[src/rtl/eq2.sv]
// rtl/eq2.sv - 2-bit comparator with registered compare flags, saturating match/sample counters and sticky mismatch flag
module eq2 #(
    parameter int CNT_W = 8
) (
    input  logic             clk,
    input  logic             reset_n,
    input  logic [1:0]       a,
    input  logic [1:0]       b,
    input  logic             en,
    input  logic             clr,
    output logic             aeqb,
    output logic             aeqb_q,
    output logic             agtb_q,
    output logic             altb_q,
    output logic             mismatch_seen,
    output logic [CNT_W-1:0] match_cnt,
    output logic [CNT_W-1:0] sample_cnt
);

    localparam logic [CNT_W-1:0] CNT_MAX = '1;

    logic             agtb;
    logic             altb;
    logic [CNT_W-1:0] match_cnt_nxt;
    logic [CNT_W-1:0] sample_cnt_nxt;
    logic             mismatch_nxt;

    // Bitwise equality so aeqb never depends on any sequential state.
    assign aeqb = (a[1] ~^ b[1]) & (a[0] ~^ b[0]);
    assign agtb = (a > b);
    assign altb = (a < b);

    // clr takes priority over en so a cleared cycle never counts its own sample.
    always_comb begin
        match_cnt_nxt  = match_cnt;
        sample_cnt_nxt = sample_cnt;
        mismatch_nxt   = mismatch_seen;
        if (clr) begin
            match_cnt_nxt  = '0;
            sample_cnt_nxt = '0;
            mismatch_nxt   = 1'b0;
        end else if (en) begin
            if (sample_cnt != CNT_MAX) begin
                sample_cnt_nxt = sample_cnt + 1'b1;
            end
            if (aeqb && (match_cnt != CNT_MAX)) begin
                match_cnt_nxt = match_cnt + 1'b1;
            end
            if (!aeqb) begin
                mismatch_nxt = 1'b1;
            end
        end
    end

    always_ff @(posedge clk) begin
        if (!reset_n) begin
            aeqb_q        <= 1'b1;
            agtb_q        <= 1'b0;
            altb_q        <= 1'b0;
            mismatch_seen <= 1'b0;
            match_cnt     <= '0;
            sample_cnt    <= '0;
        end else begin
            if (en) begin
                aeqb_q <= aeqb;
                agtb_q <= agtb;
                altb_q <= altb;
            end
            mismatch_seen <= mismatch_nxt;
            match_cnt     <= match_cnt_nxt;
            sample_cnt    <= sample_cnt_nxt;
        end
    end

endmodule

[config.mk]
export PLATFORM = sky130hd
export DESIGN_NAME = eq2
export DESIGN_NICKNAME = d
export VERILOG_FILES = /design/src/rtl/eq2.sv
export SDC_FILE = /design/constraint.sdc
export NUM_CORES = 1
export LEC_CHECK = 0
export ABC_AREA = 1
export CELL_PAD_IN_SITES_DETAIL_PLACEMENT = 0
export CELL_PAD_IN_SITES_GLOBAL_PLACEMENT = 2
export CORE_MARGIN = 4
export CORE_UTILIZATION = 23
export CTS_CLUSTER_SIZE = 30
export DETAILED_ROUTE_END_ITERATION = 10
export GPL_TIMING_DRIVEN = 0
export PLACE_DENSITY = 0.86
export SETUP_SLACK_MARGIN = 0.15
export SLEW_MARGIN = 10
export SYNTH_ARGS = -nofsm -noshare
export SYNTH_HDL_FRONTEND = slang
export SYNTH_SLANG_ARGS = --single-unit
[constraint.sdc]
create_clock -name clk -period 1.4 [get_ports clk]
set_clock_uncertainty 0.15 [all_clocks]
set_input_delay 0.35 -clock clk [delete_from_list [all_inputs] [get_ports clk]]
set_output_delay 0.35 -clock clk [all_outputs]
set_load 0.05 [all_outputs]
==> run metrics, run 1 <==
Int Pwr roughly 890 uW; clock power share 30.4%; Hold Fails Final Rpt 0; Crit Path Category in -> out; fin nets 234; failing checks DRC, setup timing; area growth from synthesis to layout 93.88%; Synth Instances 157; DR iter-0 viols 47; post-route insts no fill 272; HPWL reported at the end of detailed placement around 2 mm; Setup violations, final 8; Avg Cell Area, Syn 7.029 um^2; Post-Syn Nets 169; maximum clock insertion buffer count 2; CORE AREA 0.004504 mm^2; worst slew pin tran 0.2400 ns; crit-path max cell delay 0.25 ns; end of the worst register-to-register path sample_cnt[0]; initial core utilization 24.50%; H-tree depth 1; dpl cells 236; Crit path max-delay family buffers and inverters; final RePlAce weighted congestion 0.7106; Worst-path clk slew ~0.08 ns; I/O pin count 29; Vias/cell roughly 4.3; flops & latches, synth 20; Slew HR 83.95%; critical path startpoint category primary input; initial antenna violation count 0; Synth cell types 24; via count 1162; Mapped Area 0.001104 mm^2; reg2reg start sample_cnt[0]; P_sw 364.8 uW; routed len/inst around 11 um; worst-case reg-to-reg path depth 8; CP max stage cell ha_4; WL final approximately 3.1 mm; vias in the first global route ~1100; Hold Crit Class in -> reg; Buf/Inv on CP 3; switching part of the total power slightly below 30%; Num CTS Buffers 3; final hold slack 0.2772 ns; Tcrit/Tclk final 106.6%; VDD IR-drop max ~0.54 mV; sequential share of power 45.6%; Worst EP arrival 0.99 ns; row cnt 24; largest net degree at the start of global routing 11; largest fanout on the critical path 2; n_diodes 0; Total GRT Usage 10.02%; register-to-register setup slack about 0.04 ns; post-layout worst setup margin -0.09213 ns; Clock Tree Root clkbuf_8; Synth Warn # 0; Worst Hold Endpoint sample_cnt[6]; critical-path cell list buf_6 > ha_4 > nand2_8 > clkinvlp_4 > buf_8; layout cells sized above 1 ~60%; worst-skew pair later-pin latency 0.26 ns; combinational power share 23.9%; unrepaired setup endpoints after global routing yes; Final min period 1.492 ns; Final Max Slew Viols 0; Hold Path Depth 3; TritonCTS Sinks 20; die height slightly below 80 um; Horiz. Die Dim ~77 um; Detailed Routing Iterations Pass 1 7; Port Buffers 27; Fmax 0.6702 GHz; CTS tree yes; Max Cap Viol 0; Leakage Power 0.0008970 uW; hold path startpoint en; post-route ant nets 0; register area share after synthesis 36.28%; global route overflow 0; first-pass GRT wire length 4.933 mm; worst path required time 0.90 ns; PD cells slightly below 600 mW/mm^2; die area 0.005971 mm^2; CP Capture Type primary output; # DRC 1; status complete, but fails checks
==> cell type report <==
type	count	area (um^2)
Inverter	24	108.9
Multi-Input combinational cell	111	777.0
Buffer	2	21.27
Timing Repair Buffer	60	663.1
Tap cell	52	65.06
Sequential cell	20	462.9
Clock buffer	3	41.29
Fill cell	442	2365
==> cells by family (layout without fill, tap and decap cells) <==
kind of cell,Yosys count,count (layout),synth area share [%]
buffers and inverters,26,89,10.32
XOR/XNOR,2,2,1.588
flip-flops,20,20,36.28
AND/OR/NAND/NOR,89,89,39.00
adder cells (fa/ha/maj),4,4,4.535
AO/OA/AOI/OAI,16,16,8.277
==> metrics by stage <==
| step | utilization [%] | total power (uW) | area [um^2] | setup TNS [ns] | worst slack [ns] |
|---|---|---|---|---|---|
| floorplan | - | 734.8 | 1271 | -0.04200 | -0.02416 |
| global placement | 35.67 | 805.3 | 1607 | -16.03 | -1.233 |
| detailed placement | 35.67 | 806.7 | 1607 | -16.21 | -1.242 |
| CTS | 42.67 | 1248 | 1922 | -0.1543 | -0.1031 |
| global route | 47.50 | 1319 | 2140 | -0.8613 | -0.1412 |
| finish | 47.50 | 1256 | 2140 | -0.3398 | -0.09213 |
==> cell usage in the layout, fill, tap and decap left out <==
cell / netlist / routed
a21oi_2: 2 / 5
buf_6: 0 / 11
nand2_1: 34 / 28
dlymetal6s2s_1: 0 / 1
clkinvlp_4: 0 / 1
ha_4: 0 / 4
nand4_1: 6 / 6
xor2_1: 1 / 1
o21ai_0: 6 / 1
nand2_8: 0 / 1
buf_4: 1 / 26
inv_4: 1 / 4
xnor2_1: 1 / 1
nor2_4: 2 / 7
inv_2: 1 / 4
a21oi_1: 7 / 4
nor2_8: 1 / 1
dlygate4sd2_1: 0 / 1
nand3_1: 7 / 1
buf_8: 0 / 22
inv_1: 22 / 14
inv_6: 0 / 1
nand2_4: 2 / 4
o21ai_2: 0 / 2
o21ai_1: 0 / 3
nand3_4: 0 / 1
nor2_1: 29 / 22
nor3_1: 1 / 1
dfxtp_4: 0 / 15
a211o_1: 1 / 1
nor2_2: 2 / 4
clkbuf_8: 1 / 4
nand2_2: 3 / 6
nand3_2: 2 / 7
dfxtp_2: 0 / 5
==> power groups by stage <==
stage / logic (uW) / registers [uW] / clock network, uW
global placement: 219 / 587 / 0
floorplan: 104 / 630 / 0
finish: 300 / 573 / 382
global route: 322 / 575 / 421
CTS: 274 / 574 / 400
detailed placement: 219 / 587 / 0
==> layer usage <==
layer | routed length, um | track usage [%]
met3 | 120 | 3.162
met4 | 15 | 1.601
met5 | 0 | 0
met2 | 1513 | 17.36
met1 | 1443 | 12.28
==> timing repair <==
item	in CTS	in global routing
gates resized for setup	208	27
hold buffers	0	0
endpoints found under the hold margin	0	0
setup endpoints to repair	41	40
pin swaps	19	23
setup buffers	15	17
cloned	1	0
==> cells in the mapped netlist <==
cell / number / share of area [%]
a211o_1: 1 / 0.79
a21oi_1: 7 / 3.2
a21oi_2: 2 / 1.6
buf_4: 1 / 0.68
clkbuf_8: 1 / 1.2
dfxtp_1: 20 / 36
ha_1: 4 / 4.5
inv_1: 22 / 7.5
inv_2: 1 / 0.34
inv_4: 1 / 0.57
nand2_1: 34 / 12
nand2_2: 3 / 1.7
nand2_4: 2 / 2.0
nand3_1: 7 / 3.2
nand3_2: 2 / 1.8
nand4_1: 6 / 3.4
nor2_1: 29 / 9.9
nor2_2: 2 / 1.1
nor2_4: 2 / 2.0
nor2_8: 1 / 1.8
nor3_1: 1 / 0.45
o21ai_0: 6 / 2.7
xnor2_1: 1 / 0.79
xor2_1: 1 / 0.79
==> worst max path at each step <==
stage	endpoint	slack, ns	cells after the start	startpoint
floorplan	aeqb	-0.02	3	b[0]
global placement	aeqb	-1.23	6	b[1]
detailed placement	aeqb	-1.24	6	b[1]
CTS	aeqb	-0.10	6	b[1]
global route	match_cnt[2]	-0.14	10	b[1]
finish	aeqb	-0.09	5	b[0]
==> registers in the layout (all words and copies together) (netlist names) <==
name           cells
match_cnt          8
altb_q             1
aeqb_q             1
agtb_q             1
mismatch_seen      1
sample_cnt         8
==> worst register-to-register path, delay by kind of cell, from the launching register on <==
family                   cells  cell delay [ns]
flip-flops                   1             0.39
AND/OR/NAND/NOR              5             0.47
adder cells (fa/ha/maj)      1             0.15
buffers and inverters        2             0.11
No activity file was read; power rests on OpenSTA's default activity.
==> run 2, diff against run 1 <==
--- a/config.mk
+++ b/config.mk
@@ -6,9 +6,10 @@
 export NUM_CORES = 1
 export LEC_CHECK = 0
 export ABC_AREA = 1
+export ABC_CLOCK_PERIOD_IN_PS = 1400
 export CELL_PAD_IN_SITES_DETAIL_PLACEMENT = 0
 export CELL_PAD_IN_SITES_GLOBAL_PLACEMENT = 2
-export CORE_MARGIN = 4
+export CORE_MARGIN = 5
 export CORE_UTILIZATION = 23
 export CTS_CLUSTER_SIZE = 30
 export DETAILED_ROUTE_END_ITERATION = 10
==> run 2 against run 1 <==
  * The run ends with setup timing left
  * Sequential cell count unchanged
  * Register-to-register slack got worse by 0.02 ns
  * Maximum frequency decreased by 0.11%
  * Non-clock buffer count decreased by 7
  * Largest cell class unchanged
  * Sequential power about the same
==> run metrics, run 2 (synthesis results as in run 1) <==
Final Max Slew Viols 0; Vias/cell 4.325; Detailed Routing Iterations Pass 1 3; initial core utilization between 20% and 30%; row cnt 25; H-tree depth 1; Tcrit/Tclk final 106.7%; I/O pin count 29; via count 1159; Regs by FF count match_cnt: 8 flops, sample_cnt: 8 flops; CORE AREA 0.004692 mm^2; worst path required time 0.90 ns; initial antenna violation count 0; largest fanout on the critical path 2; maximum clock insertion buffer count 2; Setup violations, final 10; Total GRT Usage 10.32%; die area 0.006284 mm^2; Sequential Area 462.9 um^2; Clock Tree Root clkbuf_8; final RePlAce weighted congestion around 0.74; dpl cells 238; Hold Crit Class in -> reg; commonest non-fill, non-tap cell in the layout nand2_1; Crit Path Category in -> out; global route overflow 0; Slew HR 84.25%; Hold Path Depth 3; final instance area 0.002039 mm^2; Final min period 1.494 ns; DR iter-0 viols 23; CTS tree yes; Port Buffers 27; TritonCTS Sinks 20; HPWL reported at the end of detailed placement around 2.0 mm; area of the multi-input gates roughly 730 um^2; post-route ant nets 0; worst-skew pair later-pin latency 0.26 ns; n_diodes 0; Leakage Power 0.0008558 uW; vias in the first global route 1152; Max Cap Viol 0; fillcell total approximately 480; Fmax 0.6694 GHz; worst-case reg-to-reg path depth 8; post-route insts no fill around 270; WL final 2.916 mm; Hold Fails Final Rpt 0; failing checks setup timing; worst slew pin tran ~0.24 ns; cts-stage hold buffer count 0; critical path startpoint category primary input; first-pass GRT wire length 5.237 mm; # DRC 0; PD cells 638.3 mW/mm^2; most frequent cells in the layout 28 x nand2_1, 24 x nor2_1, 22 x buf_4, 22 x buf_8; Worst-path clk slew 0.08 ns; CP Capture Type primary output; Num CTS Buffers 3; pre-CTS WS -1.246 ns; VDD IR-drop max 0.4147 mV; Horiz. Die Dim between 70 and 80 um; unrepaired setup endpoints after global routing yes; Worst EP arrival 0.99 ns; post-layout worst setup margin -0.09384 ns; fin nets 227; routed len/inst 10.88 um; layout cells sized above 1 57.48%; largest net degree at the start of global routing 12; status complete, but fails checks; die height 79.27 um; Placed Area 0.001609 mm^2; area growth from synthesis to layout 84.81%
-- run 2: report_power, final --
| group | total (uW) | switching, uW | internal [uW] |
|---|---|---|---|
| Clock | 446 | 196 | 250 |
| Combinational | 282 | 151 | 131 |
| Sequential | 573 | 16.0 | 557 |
| Total | 1300 | 363 | 939 |
-- run 2: cell type report --
cell class | count | share of cell area [%]
Tap cell | 54 | 3.313
Sequential cell | 20 | 22.70
Multi-Input combinational cell | 111 | 35.83
Inverter | 24 | 5.337
Buffer | 2 | 1.043
Timing Repair Buffer | 53 | 29.08
Clock buffer | 4 | 2.699
-- run 2: stage by stage --
stage / setup TNS [ns] / hold slack (ns) / util (%) / total power, uW
global placement: -15.73 / 0.3007 / 34.29 / 805.4
global route: -1.309 / 0.3245 / 43.47 / 1377
finish: -0.5672 / 0.2869 / 43.47 / 1302
detailed placement: -16.09 / 0.3111 / 34.29 / 806.9
floorplan: -0.04200 / 0.3717 / - / 734.8
CTS: -0.4023 / 0.2712 / 42.40 / 1324
-- run 2: layer usage --
metal | global-route usage [%] | up-vias | routed length, um
met5 | 0 | - | 0
met4 | 2.234 | 0 | 19
met3 | 3.061 | 2 | 112
met2 | 17.34 | 17 | 1386
met1 | 12.99 | 536 | 1397
li1 | - | 604 | -
-- run 2: worst paths after layout --
kind                   end    startpoint  slack, ns
max                   aeqb          a[1]      -0.09
min          sample_cnt[2]            en       0.29
max reg2reg   match_cnt[0]  match_cnt[1]       0.02
min reg2reg         altb_q        altb_q       0.33
-- run 2: critical path: stages --
cell and delay, ns:
buf_6 0.10, ha_4 0.24, nand2_4 0.07, clkinvlp_4 0.08, buf_8 0.15
-- run 2: repair_timing --
action / in CTS / in global routing
setup endpoints to repair: 41 / 40
resized for setup: 206 / 12
cloned: 1 / 0
buffers inserted: 23 / 2
pin swaps: 19 / 19
==> run 3, diff against run 2 <==
--- a/config.mk
+++ b/config.mk
@@ -6,15 +6,14 @@
 export NUM_CORES = 1
 export LEC_CHECK = 0
 export ABC_AREA = 1
-export ABC_CLOCK_PERIOD_IN_PS = 1400
+export ABC_CLOCK_PERIOD_IN_PS = 1800
 export CELL_PAD_IN_SITES_DETAIL_PLACEMENT = 0
 export CELL_PAD_IN_SITES_GLOBAL_PLACEMENT = 2
 export CORE_MARGIN = 5
-export CORE_UTILIZATION = 23
+export CORE_UTILIZATION = 27
 export CTS_CLUSTER_SIZE = 30
 export DETAILED_ROUTE_END_ITERATION = 10
-export GPL_TIMING_DRIVEN = 0
-export PLACE_DENSITY = 0.86
+export PLACE_DENSITY = 0.94
 export SETUP_SLACK_MARGIN = 0.15
 export SLEW_MARGIN = 10
 export SYNTH_ARGS = -nofsm -noshare
==> constraint.sdc (replaced) <==
create_clock -name clk -period 1.8 [get_ports clk]
set_clock_uncertainty 0.15 [all_clocks]
set_input_delay 0.45 -clock clk [delete_from_list [all_inputs] [get_ports clk]]
set_output_delay 0.45 -clock clk [all_outputs]
set_load 0.05 [all_outputs]
==> run 3 against run 2 <==
  * The flow now finishes without violations
  * Sequential power fell by 19%
  * Cell area fell by 11%
  * Non-clock buffer count fell by 19
  * Clock power fell by 32%
  * Worst setup slack improved by 0.19 ns
  * Die area fell by 13%
  * Largest power group unchanged
==> run metrics, run 3 (synthesis results as in run 1) <==
sequential share of power between 40% and 50%; maximum clock insertion buffer count 2; Final Max Slew Viols 0; Leakage Power 0.0007399 uW; worst-skew pair later-pin latency 0.26 ns; Port Buffers 28; PD cells 539.2 mW/mm^2; P_sw ~270 uW; post-route ant nets 0; DR iter-0 viols 51; Clock Tree Root clkbuf_8; # DRC 0; critical path startpoint category primary input; Setup TNS 0 ns; VDD IR-drop max around 0.28 mV; pre-CTS WS -0.4054 ns; area growth from synthesis to layout 64.06%; CP max stage cell ha_4; I/O pin count 29; Crit Path Category in -> out; CORE AREA 0.003971 mm^2; Setup violations, final 0; first-pass GRT wire length ~4.5 mm; Horiz. Die Dim 73.93 um; Vias/cell ~4.3; Fmax around 0.59 GHz; Worst-path clk slew roughly 0.080 ns; Regs by FF count match_cnt: 8 flops, sample_cnt: 8 flops; H-tree depth 1; WL final roughly 2.5 mm; row cnt 23; n_diodes 0; Tcrit/Tclk final roughly 95%; Worst EP arrival around 1.1 ns; fin nets 208; crit-path max cell delay 0.24 ns; Hold Crit Class reg -> reg; status completed; vias in the first global route slightly above 1000; initial core utilization between 20% and 30%; CTS tree yes; initial antenna violation count 0; worst path required time 1.20 ns; Final Util 45.59%; switching part of the total power 27.85%; global route overflow 0; Num CTS Buffers 3; Slew HR between 70% and 80%; Total GRT Usage between 10% and 20%; Max Cap Viol 0; final RePlAce weighted congestion 0.7444; unrepaired setup endpoints after global routing yes; layout cells sized above 1 roughly a third; routed len/inst ~10 um; combinational power share 21.2%; worst slew pin tran 0.3176 ns; commonest non-fill, non-tap cell in the layout nand2_1; largest net degree at the start of global routing 15; clock power share 31.1%; most frequent cells in the layout 31 x nand2_1, 29 x nor2_1, 22 x buf_12; HPWL reported at the end of detailed placement 1.952 mm; cts-stage hold buffer count 0; die height 73.93 um; Int Pwr 704.4 uW; largest fanout on the critical path 2; Detailed Routing Iterations Pass 1 4; critical-path cell list buf_6 > ha_4 > nand2_4 > clkinvlp_4 > buf_12; die area 0.005466 mm^2; Hold Fails Final Rpt 0; post-layout worst setup margin 0.09609 ns; CP Capture Type primary output; via count 1045; Final min period between 1.5 and 2 ns; TritonCTS Sinks 20
==> run 3: path summary, 6_finish.rpt <==
check / start / end / slack (ns) / depth (start not counted)
worst max register to register: match_cnt[0] / match_cnt[1] / 0.32 / 8
worst min-delay path: altb_q / altb_q / 0.37 / 2
worst min register to register: altb_q / altb_q / 0.37 / 2
worst max-delay path: a[1] / aeqb / 0.1 / 5
==> run 3: layer usage <==
metal | wire, um | vias up | global-route usage [%]
met5 | 0 | - | 0
met4 | 8 | 0 | 1.811
met3 | 120 | 2 | 3.243
met2 | 1186 | 18 | 16.83
met1 | 1229 | 453 | 13.89
li1 | - | 572 | -
==> run 3: final cells by class <==
type,instances,area [um^2]
fillers,390,2161
multi-input cells,111,634.4
repair buffers,36,568.0
flip-flops and latches,20,405.4
inverters,24,98.84
well taps,50,62.56
clock buffers,3,41.29
==> run 3: timing repair <==
| item | CTS | global route |
|---|---|---|
| gates resized for setup | 24 | 6 |
| endpoints found under the setup margin | 11 | 5 |
| cloned | 0 | 0 |
| pin swaps | 3 | 2 |
| buffers inserted | 1 | 0 |
==> run 3: worst max-delay path: cells and delay by family <==
family / cells / cell delay [ns]
buffers and inverters: 3 / 0.34
AND/OR/NAND/NOR: 1 / 0.08
adder cells (fa/ha/maj): 1 / 0.24
==> run 3: power by group through the flow <==
stage	clock network, uW	logic, uW	registers [uW]
2_1_floorplan	0	68.3	505
3_3_place_gp	0	193	477
4_1_cts	323	207	467
6_report	303	207	466
3_5_place_dp	0	193	477
5_1_grt	342	223	468
==> run 3: metrics by stage <==
step,hold slack [ns],power (uW),cells,instance area [um^2]
finish,0.3724,976.3,244,1810
global placement,0.3394,669.6,240,1712
floorplan,0.4570,573.2,157,1115
CTS,0.3735,997.1,244,1792
detailed placement,0.3582,669.6,240,1712
global route,0.3833,1032,244,1810
